`src/rtl/sevenseg_decoder.sv`:
```
// Seven-segment receive decoder: qualifies the active-low segment bus, decodes digits 0-7 and
// delivers them over valid/ready. Define SEVENSEG_DEC_STATS_EN to build err_cnt/drop_cnt.
module sevenseg_decoder #(
    parameter int STABLE_CYCLES = 3,
    parameter int CNT_W         = 8
) (
    input  logic             clk,
    input  logic             rst,
    input  logic             en,
    input  logic [6:0]       seg_in,
    output logic [2:0]       dig_out,
    output logic             dig_valid,
    input  logic             dig_ready,
    output logic             err,
    output logic [CNT_W-1:0] err_cnt,
    output logic [CNT_W-1:0] drop_cnt
);

    localparam logic [6:0]    BLANK           = 7'b1111111;
    localparam int            SW              = $clog2(STABLE_CYCLES + 1);
    localparam logic [SW-1:0] STAB_ONE        = SW'(1);
    localparam logic [SW-1:0] STAB_MAX        = SW'(STABLE_CYCLES);
    localparam bit            ACCEPT_ON_FIRST = (STABLE_CYCLES == 1);

    typedef enum logic [1:0] {IDLE, QUAL, HOLD} state_t;

    state_t        state_q, state_d;
    logic [6:0]    seg_q, seg_d;
    logic [6:0]    cand_q, cand_d;
    logic [6:0]    last_q, last_d;
    logic [SW-1:0] stab_q, stab_d;
    logic [2:0]    dig_q, dig_d;
    logic          dig_valid_q, dig_valid_d;
    logic          err_q, err_d;
    logic          pat_valid;
    logic [2:0]    pat_digit;
    logic          accept, load, drop, consume;

    assign seg_d = seg_in;

    // Anything outside the eight digit codes (BLANK, other codes, X/Z bits) decodes as invalid.
    always_comb begin
        pat_valid = 1'b1;
        pat_digit = 3'd0;
        case (seg_q)
            7'b1000000: pat_digit = 3'd0;
            7'b1111001: pat_digit = 3'd1;
            7'b0100100: pat_digit = 3'd2;
            7'b0110000: pat_digit = 3'd3;
            7'b0011001: pat_digit = 3'd4;
            7'b0010010: pat_digit = 3'd5;
            7'b0000010: pat_digit = 3'd6;
            7'b1111000: pat_digit = 3'd7;
            default:    pat_valid = 1'b0;
        endcase
    end

    always_comb begin
        // NOTE: every always_comb output gets a default first so no path can infer a latch.
        state_d = state_q;
        cand_d  = cand_q;
        stab_d  = stab_q;
        last_d  = last_q;
        accept  = 1'b0;
        load    = 1'b0;
        err_d   = 1'b0;
        if (!en) begin
            state_d = IDLE;
            cand_d  = BLANK;
            last_d  = BLANK;
            stab_d  = '0;
        end else begin
            case (state_q)
                IDLE: begin
                    if (seg_q != BLANK) begin
                        cand_d  = seg_q;
                        stab_d  = STAB_ONE;
                        state_d = QUAL;
                        accept  = ACCEPT_ON_FIRST;
                    end
                end
                QUAL, HOLD: begin
                    if (seg_q != cand_q) begin
                        cand_d  = seg_q;
                        stab_d  = STAB_ONE;
                        state_d = QUAL;
                        accept  = ACCEPT_ON_FIRST;
                    end else if (state_q == QUAL) begin
                        stab_d = stab_q + STAB_ONE;
                        accept = (stab_d == STAB_MAX);
                    end
                end
                default: state_d = IDLE;
            endcase

            // At acceptance seg_q always equals the candidate being accepted.
            if (accept) begin
                if (seg_q == BLANK) begin
                    last_d  = BLANK;
                    state_d = IDLE;
                end else if (seg_q == last_q) begin
                    state_d = HOLD;
                end else begin
                    last_d  = seg_q;
                    state_d = HOLD;
                    load    = pat_valid;
                    err_d   = ~pat_valid;
                end
            end
        end
    end

    // A consumed slot can be refilled in the same cycle without counting a drop.
    always_comb begin
        consume     = dig_valid_q & dig_ready;
        dig_d       = dig_q;
        dig_valid_d = dig_valid_q & ~consume;
        drop        = 1'b0;
        if (load) begin
            if (!dig_valid_q || consume) begin
                dig_d       = pat_digit;
                dig_valid_d = 1'b1;
            end else begin
                drop = 1'b1;
            end
        end
    end

    always_ff @(posedge clk) begin
        // NOTE: sequential state uses non-blocking assignments so every flop sees pre-edge values.
        if (rst) begin
            state_q     <= IDLE;
            seg_q       <= BLANK;
            cand_q      <= BLANK;
            last_q      <= BLANK;
            stab_q      <= '0;
            dig_q       <= 3'd0;
            dig_valid_q <= 1'b0;
            err_q       <= 1'b0;
        end else begin
            state_q     <= state_d;
            seg_q       <= seg_d;
            cand_q      <= cand_d;
            last_q      <= last_d;
            stab_q      <= stab_d;
            dig_q       <= dig_d;
            dig_valid_q <= dig_valid_d;
            err_q       <= err_d;
        end
    end

    assign dig_out   = dig_q;
    assign dig_valid = dig_valid_q;
    assign err       = err_q;

`ifdef SEVENSEG_DEC_STATS_EN
    localparam logic [CNT_W-1:0] CNT_MAX = '1;

    logic [CNT_W-1:0] err_cnt_q, err_cnt_d;
    logic [CNT_W-1:0] drop_cnt_q, drop_cnt_d;

    always_comb begin
        err_cnt_d  = err_cnt_q;
        drop_cnt_d = drop_cnt_q;
        if (err_d && err_cnt_q != CNT_MAX) err_cnt_d = err_cnt_q + CNT_W'(1);
        if (drop && drop_cnt_q != CNT_MAX) drop_cnt_d = drop_cnt_q + CNT_W'(1);
    end

    always_ff @(posedge clk) begin
        if (rst) begin
            err_cnt_q  <= '0;
            drop_cnt_q <= '0;
        end else begin
            err_cnt_q  <= err_cnt_d;
            drop_cnt_q <= drop_cnt_d;
        end
    end

    assign err_cnt  = err_cnt_q;
    assign drop_cnt = drop_cnt_q;
`else
    logic unused_drop;
    assign unused_drop = drop;
    assign err_cnt     = '0;
    assign drop_cnt    = '0;
`endif

endmodule

```
`config.mk`:
```
export PLATFORM = sky130hd
export DESIGN_NAME = sevenseg_decoder
export DESIGN_NICKNAME = d
export VERILOG_FILES = /design/src/rtl/sevenseg_decoder.sv
export SDC_FILE = /design/constraint.sdc
export NUM_CORES = 1
export LEC_CHECK = 0
export BUFFER_PORTS_ARGS = -buffer_cell sky130_fd_sc_hd__buf_4
export CAP_MARGIN = 30
export CORE_MARGIN = 2
export CORE_UTILIZATION = 49
export DETAILED_ROUTE_END_ITERATION = 16
export GPL_TIMING_DRIVEN = 1
export MAX_ROUTING_LAYER = met4
export PLACE_DENSITY = 0.86
export SYNTH_ARGS = -nofsm -noshare
export SYNTH_HDL_FRONTEND = slang
export SYNTH_SLANG_ARGS = --single-unit
```
`constraint.sdc`:
```
create_clock -name clk -period 2.05 [get_ports clk]
set_input_delay 0.41 -clock clk [delete_from_list [all_inputs] [get_ports clk]]
set_output_delay 0.41 -clock clk [all_outputs]
set_load 0.03 [all_outputs]
```
==> impl_metrics.env, run 1 <==
export IMPL_status="finished, final reports clean"
export IMPL_yosys_area_top_type_share_pct=35.6
export IMPL_nNetsFinal=228
export IMPL_antenna_found_initial=0
export IMPL_period_needed_ps=2040
export IMPL_avgSynthCellArea_sq_um=9.17
export IMPL_clkTransAtPathRegs_ps=100
export IMPL_combPwrFrac_pct=14.5
export IMPL_finalMaxSlewViolations=0
export IMPL_final_setup_skew_ps=5.55
export IMPL_powerDensity_nw_per_um2=730
export IMPL_start_util_pct=50.9
export IMPL_drc_errors=0
export IMPL_post_route_period_util_pct=99.7
export IMPL_wirelength_um=3630
export IMPL_switching_share_pct=25.0
export IMPL_final_cell_mix="buf_4 (32), dfxtp_1 (21), nand2_1 (20)"
export IMPL_cts_tree="done"
export IMPL_cts_root_buf="clkbuf_4"
export IMPL_num_vias=1361
export IMPL_coreArea_sq_um=3310
export IMPL_area_growth_synth_to_final_pct=19.7
export IMPL_rows=21
export IMPL_dpl_cell_area_sq_um=1810
export IMPL_clk_latency_ps=340
export IMPL_grt_setup_unrepaired="yes"
export IMPL_via_per_inst=5.21
export IMPL_critPathLaunch="state_q[1]"
export IMPL_synthFlopType="dfxtp_1"
export IMPL_grt_usage_pct=18.6
export IMPL_clock_fmax_mhz=489
export IMPL_hold_viol=0
export IMPL_min_from="seg_in[2]"
export IMPL_crit_fanout=5
export IMPL_p_clk_share_pct=43.3
export IMPL_final_common_cell="buf_4"
export IMPL_drv_cap=0
export IMPL_crit_type="flop to flop"
export IMPL_syn_area_sq_um=1690
export IMPL_leakage_uw=0.000849
export IMPL_fin_setup_tns_ps=0
export IMPL_r2r_start="state_q[1]"
export IMPL_insertedDiodeCount=0
export IMPL_worst_slew_pin_slew_ps=521
export IMPL_boundaryPins=32
export IMPL_cp_required_ps=2280
export IMPL_power_frac_seq_pct=42.2
export IMPL_grt_max_degree=16
export IMPL_hpwl_um=2350
export IMPL_synth_area_top_cells="dfxtp_1 (36%), mux2i_1 (8.3%), buf_4 (7.6%)"
export IMPL_drt_pass1_iterations=4
export IMPL_worst_ir_drop_vdd_mv=0.418
export IMPL_clock_sinks=30
export IMPL_ys_warnings_count=0
export IMPL_min_path_type="primary input to flop"
export IMPL_design_area_sq_um=2020
export IMPL_antenna_left=0
export IMPL_setup_viol=0
export IMPL_cp_arrival_ps=2280
export IMPL_gp_congestion=0.863
export IMPL_dieWidth_um=62.7
export IMPL_p_switching_uw=369
export IMPL_die_h_um=62.7
export IMPL_postSynthCellCount=184
export IMPL_grt_pass1_vias=1259
export IMPL_grt_pass1_wl_um=5540
export IMPL_io_buffers=15
export IMPL_drtIter0Drc=84
export IMPL_post_drt_wl_per_cell_um=13.9
export IMPL_cts_inserted_buffers=5
export IMPL_p_int_uw=1110
export IMPL_drive_above_1_share_pct=34.4
export IMPL_cts_max_level=2
export IMPL_seq_area_frac_synth_pct=35.6
export IMPL_ys_seq_elements=30
export IMPL_synth_edf_count=0
export IMPL_overflow=0
export IMPL_synth_largest_area_cell="dfxtp_1"
export IMPL_crit_path_end_kind="flop"
export IMPL_start_kind="flop"
export IMPL_async_flop_share_pct=0
export IMPL_clockBufferDepth=2
export IMPL_dieArea_sq_um=3930
export IMPL_maxSlewHeadroom_pct=65.0
export IMPL_synthDistinctLibCells=40
final timing paths:
check | cells past startpoint | endpoint | slack [ps]
setup / recovery | 9 | dig_out[1] | 6
hold / removal | 2 | seg_q[2] | 250
setup reg to reg | 9 | dig_out[1] | 6
hold reg to reg | 2 | dig_out[0] | 470
through the flow:
stage | utilization (%) | worst slack (ps) | std cells | hold WS (ps) | total power, uW
after global placement | 54.8 | 55.3 | 249 | 461 | 828
after global routing | 61.0 | -116 | 261 | 219 | 1520
final | 61.0 | 6.22 | 261 | 246 | 1470
after floorplan | - | 88.7 | 199 | 447 | 807
after detailed placement | 54.8 | -18.2 | 249 | 470 | 833
after CTS | 58.8 | 1.25 | 258 | 245 | 1450
final cells by class:
cell class | instances | area, sq um
inverters | 4 | 15.0
flip-flops and latches | 30 | 612
well taps | 46 | 57.6
fillers | 286 | 1290
multi-input cells | 139 | 943
clock inverters | 2 | 60.1
repair buffers | 34 | 280
clock buffers | 6 | 51.3
power groups by stage:
stage          logic, uW  registers [uW]  clock network (uW)
3_3_place_gp         196             632                   0
3_5_place_dp         200             633                   0
4_1_cts              201             619                 633
6_report             213             622                 638
2_1_floorplan        189             618                   0
5_1_grt              227             625                 668
cell families after synthesis:
| group | Yosys count | synth area share [%] |
|---|---|---|
| simple gates | 68 | 22.3 |
| other cells | 1 | 0.222 |
| buf+inv | 30 | 14.2 |
| flops | 30 | 35.6 |
| compound gates | 22 | 8.83 |
| xor+xnor | 16 | 8.31 |
| mux | 14 | 8.31 |
| fa+ha+maj | 3 | 2.23 |
repair_timing:
action,in CTS,in global routing
setup buffers,1,3
hold buffers,0,0
gates resized for setup,0,22
setup endpoints to repair,4,19
pin swaps,1,5
flip-flops by register name, indices dropped and copies added, names as in the netlist:
name,flops
state_q,2
dig_out,3
cand_q,7
seg_q,7
err,1
stab_q,2
dig_valid,1
last_q,7
synth_stat cells (2+ instances only):
master / instances
nor3_1: 6
xnor2_1: 11
nand4_1: 5
xor2_1: 5
or3_1: 2
nor2b_1: 2
nand2b_1: 4
nand2_1: 20
buf_4: 17
nand3b_1: 2
ha_1: 3
inv_1: 4
buf_6: 7
mux2i_1: 14
nor2_1: 4
or2_2: 8
nand3_1: 5
dfxtp_1: 30
a21oi_1: 7
o21ai_0: 8
layer usage:
layer | vias to the layer above | track usage (%) | part of all wire (%)
met2 | 47 | 29.4 | 50
li1 | 655 | - | -
met5 | - | - | 0
met3 | 14 | 6.85 | 5.9
met4 | 0 | 10.3 | 3.0
met1 | 645 | 20.3 | 41
critical path: stages (launching register included):
cell,delay [ps]
dfxtp_2,350
inv_2,50
ha_4,260
and3_4,210
nand4_1,130
nor3_2,230
nand4_1,200
buf_4,210
o21ai_1,210
a21oi_2,90
Power figures use the tool's default switching activity.
==> run 2: changes to the inputs <==
CORE_MARGIN = 4   (was 2)
==> impl_metrics.env, run 2 (synthesis results as in run 1) <==
export IMPL_top_layer="met4"
export IMPL_post_route_period_util_pct=98.5
export IMPL_dr_wl_met2_um=1480
export IMPL_powerDensity_nw_per_um2=617
export IMPL_drc_errors=0
export IMPL_switching_share_pct=28.4
export IMPL_coreArea_sq_um=3340
export IMPL_grt_pass1_wl_um=5160
export IMPL_clkTransAtPathRegs_ps=90
export IMPL_leakage_uw=0.000810
export IMPL_placed_cells=251
export IMPL_dieWidth_um=66.7
export IMPL_drv_cap=0
export IMPL_crit_type="flop to flop"
export IMPL_met3_length_um=185
export IMPL_power_frac_seq_pct=51.5
export IMPL_clock_sinks=30
export IMPL_start_util_pct=50.5
export IMPL_gp_congestion=0.893
export IMPL_fin_setup_tns_ps=0
export IMPL_num_vias=1280
export IMPL_drt_pass1_iterations=4
export IMPL_crit_chain="inv_2 > ha_4 > and3_4 > nand4_1 > nor3_2 > nand4_1 > or3_1 > a21oi_2"
export IMPL_critical_path_top_cell_by_count="nand4_1"
export IMPL_top_regs="cand_q x7, last_q x7, seg_q x7"
export IMPL_combPwrFrac_pct=17.7
export IMPL_wl_met1_um=1410
export IMPL_hold_viol=0
export IMPL_area_growth_synth_to_final_pct=15.0
export IMPL_design_area_sq_um=1940
export IMPL_final_setup_skew_ps=4.59
export IMPL_drive_above_1_share_pct=32.1
export IMPL_p_clk_share_pct=30.7
export IMPL_cts_max_level=2
export IMPL_grt_max_degree=16
export IMPL_nNetsFinal=228
export IMPL_worst_ir_drop_vdd_mv=0.416
export IMPL_io_buffers=15
export IMPL_status="finished, final reports clean"
export IMPL_p_int_uw=857
export IMPL_insertedDiodeCount=0
export IMPL_crit_fanout=5
export IMPL_final_common_cell="buf_4"
export IMPL_hpwl_um=2390
export IMPL_post_drt_wl_per_cell_um=12.0
export IMPL_boundaryPins=32
export IMPL_wirelength_um=3140
export IMPL_cp_arrival_ps=2290
export IMPL_overflow=0
export IMPL_rows=21
export IMPL_crit_path_end_kind="flop"
export IMPL_finalMaxSlewViolations=0
export IMPL_grt_pass1_vias=1209
export IMPL_clock_fmax_mhz=495
export IMPL_drtIter0Drc=101
export IMPL_cts_root_buf="clkbuf_4"
export IMPL_die_h_um=66.7
export IMPL_cp_slowest_cell="or3_1"
export IMPL_stdcell_count=261
export IMPL_grt_setup_unrepaired="yes"
export IMPL_via_per_inst=4.90
export IMPL_p_switching_uw=339
export IMPL_period_needed_ps=2020
export IMPL_p_total_uw=1200
export IMPL_max_stage_delay_ps=410
export IMPL_cts_tree="done"
export IMPL_min_path_type="primary input to flop"
export IMPL_dieArea_sq_um=4440
export IMPL_clk_latency_ps=330
export IMPL_dpl_cell_area_sq_um=1830
export IMPL_setup_viol=0
export IMPL_grt_usage_pct=16.0
export IMPL_antenna_left=0
export IMPL_antenna_found_initial=0
export IMPL_start_kind="flop"
export IMPL_cts_inserted_buffers=5
export IMPL_final_cell_mix="buf_4 (33), dfxtp_1 (22), nand2_1 (20)"
export IMPL_clockBufferDepth=2
export IMPL_cp_required_ps=2320
[run 2: cell count changes in the layout (fill, tap and decap cells not counted), sizes merged]
| cell | change |
|---|---|
| bufinv | -2 |
| clkinv | +1 |
| clkbuf | +1 |
[run 2: area by class of cell]
class                           instances  area [sq um]
Clock inverter                          1          5.00
Fill cell                             305          1400
Inverter                                4          15.0
Timing Repair Buffer                   34           268
Clock buffer                            7          55.1
Tap cell                               46          57.6
Multi-Input combinational cell        139           928
Sequential cell                        30           611
[run 2: final timing paths]
| kind | end | start | slack, ps | depth (start not counted) |
|---|---|---|---|---|
| hold / removal | seg_q[0] | seg_in[0] | 260 | 2 |
| setup / recovery | dig_out[1] | state_q[0] | 30 | 8 |
| setup reg to reg | dig_out[1] | state_q[0] | 30 | 8 |
| hold reg to reg | stab_q[1] | stab_q[1] | 480 | 2 |
[run 2: timing repair]
item / 4_1_cts / 5_1_grt
setup endpoints to repair: 1 / 15
resized for setup: 1 / 15
hold buffers: 0 / 0
setup buffers: 0 / 2
pin swaps: 0 / 5
cloned: 0 / 0
[run 2: per-layer routing]
metal  global-route usage (%)  vias up
li1                         -      655
met1                     18.2      586
met2                     25.6       31
met3                     4.72        8
met4                     7.87        0
met5                        -        -
[run 2: power by group through the flow]
| stage | logic (uW) | clock network, uW | registers [uW] |
|---|---|---|---|
| 6_report | 212 | 368 | 617 |
| 4_1_cts | 206 | 377 | 615 |
| 5_1_grt | 231 | 398 | 619 |
| 3_3_place_gp | 201 | 0 | 627 |
| 3_5_place_dp | 205 | 0 | 628 |
| 2_1_floorplan | 189 | 0 | 618 |
[run 2: metrics by stage]
stage	setup slack, ps	util [%]	hold WS, ps
after floorplan	88.7	-	447
after global placement	66.4	54.8	464
after detailed placement	8.20	54.8	469
after CTS	20.5	56.7	248
after global routing	-123	58.1	242
final	31.0	58.1	257
[run 2: worst max-delay path, delay by kind of cell (launching register included)]
family	cells	cell delay, ps
buf+inv	1	50
compound gates	1	140
flops	1	360
simple gates	5	1160
fa+ha+maj	1	260
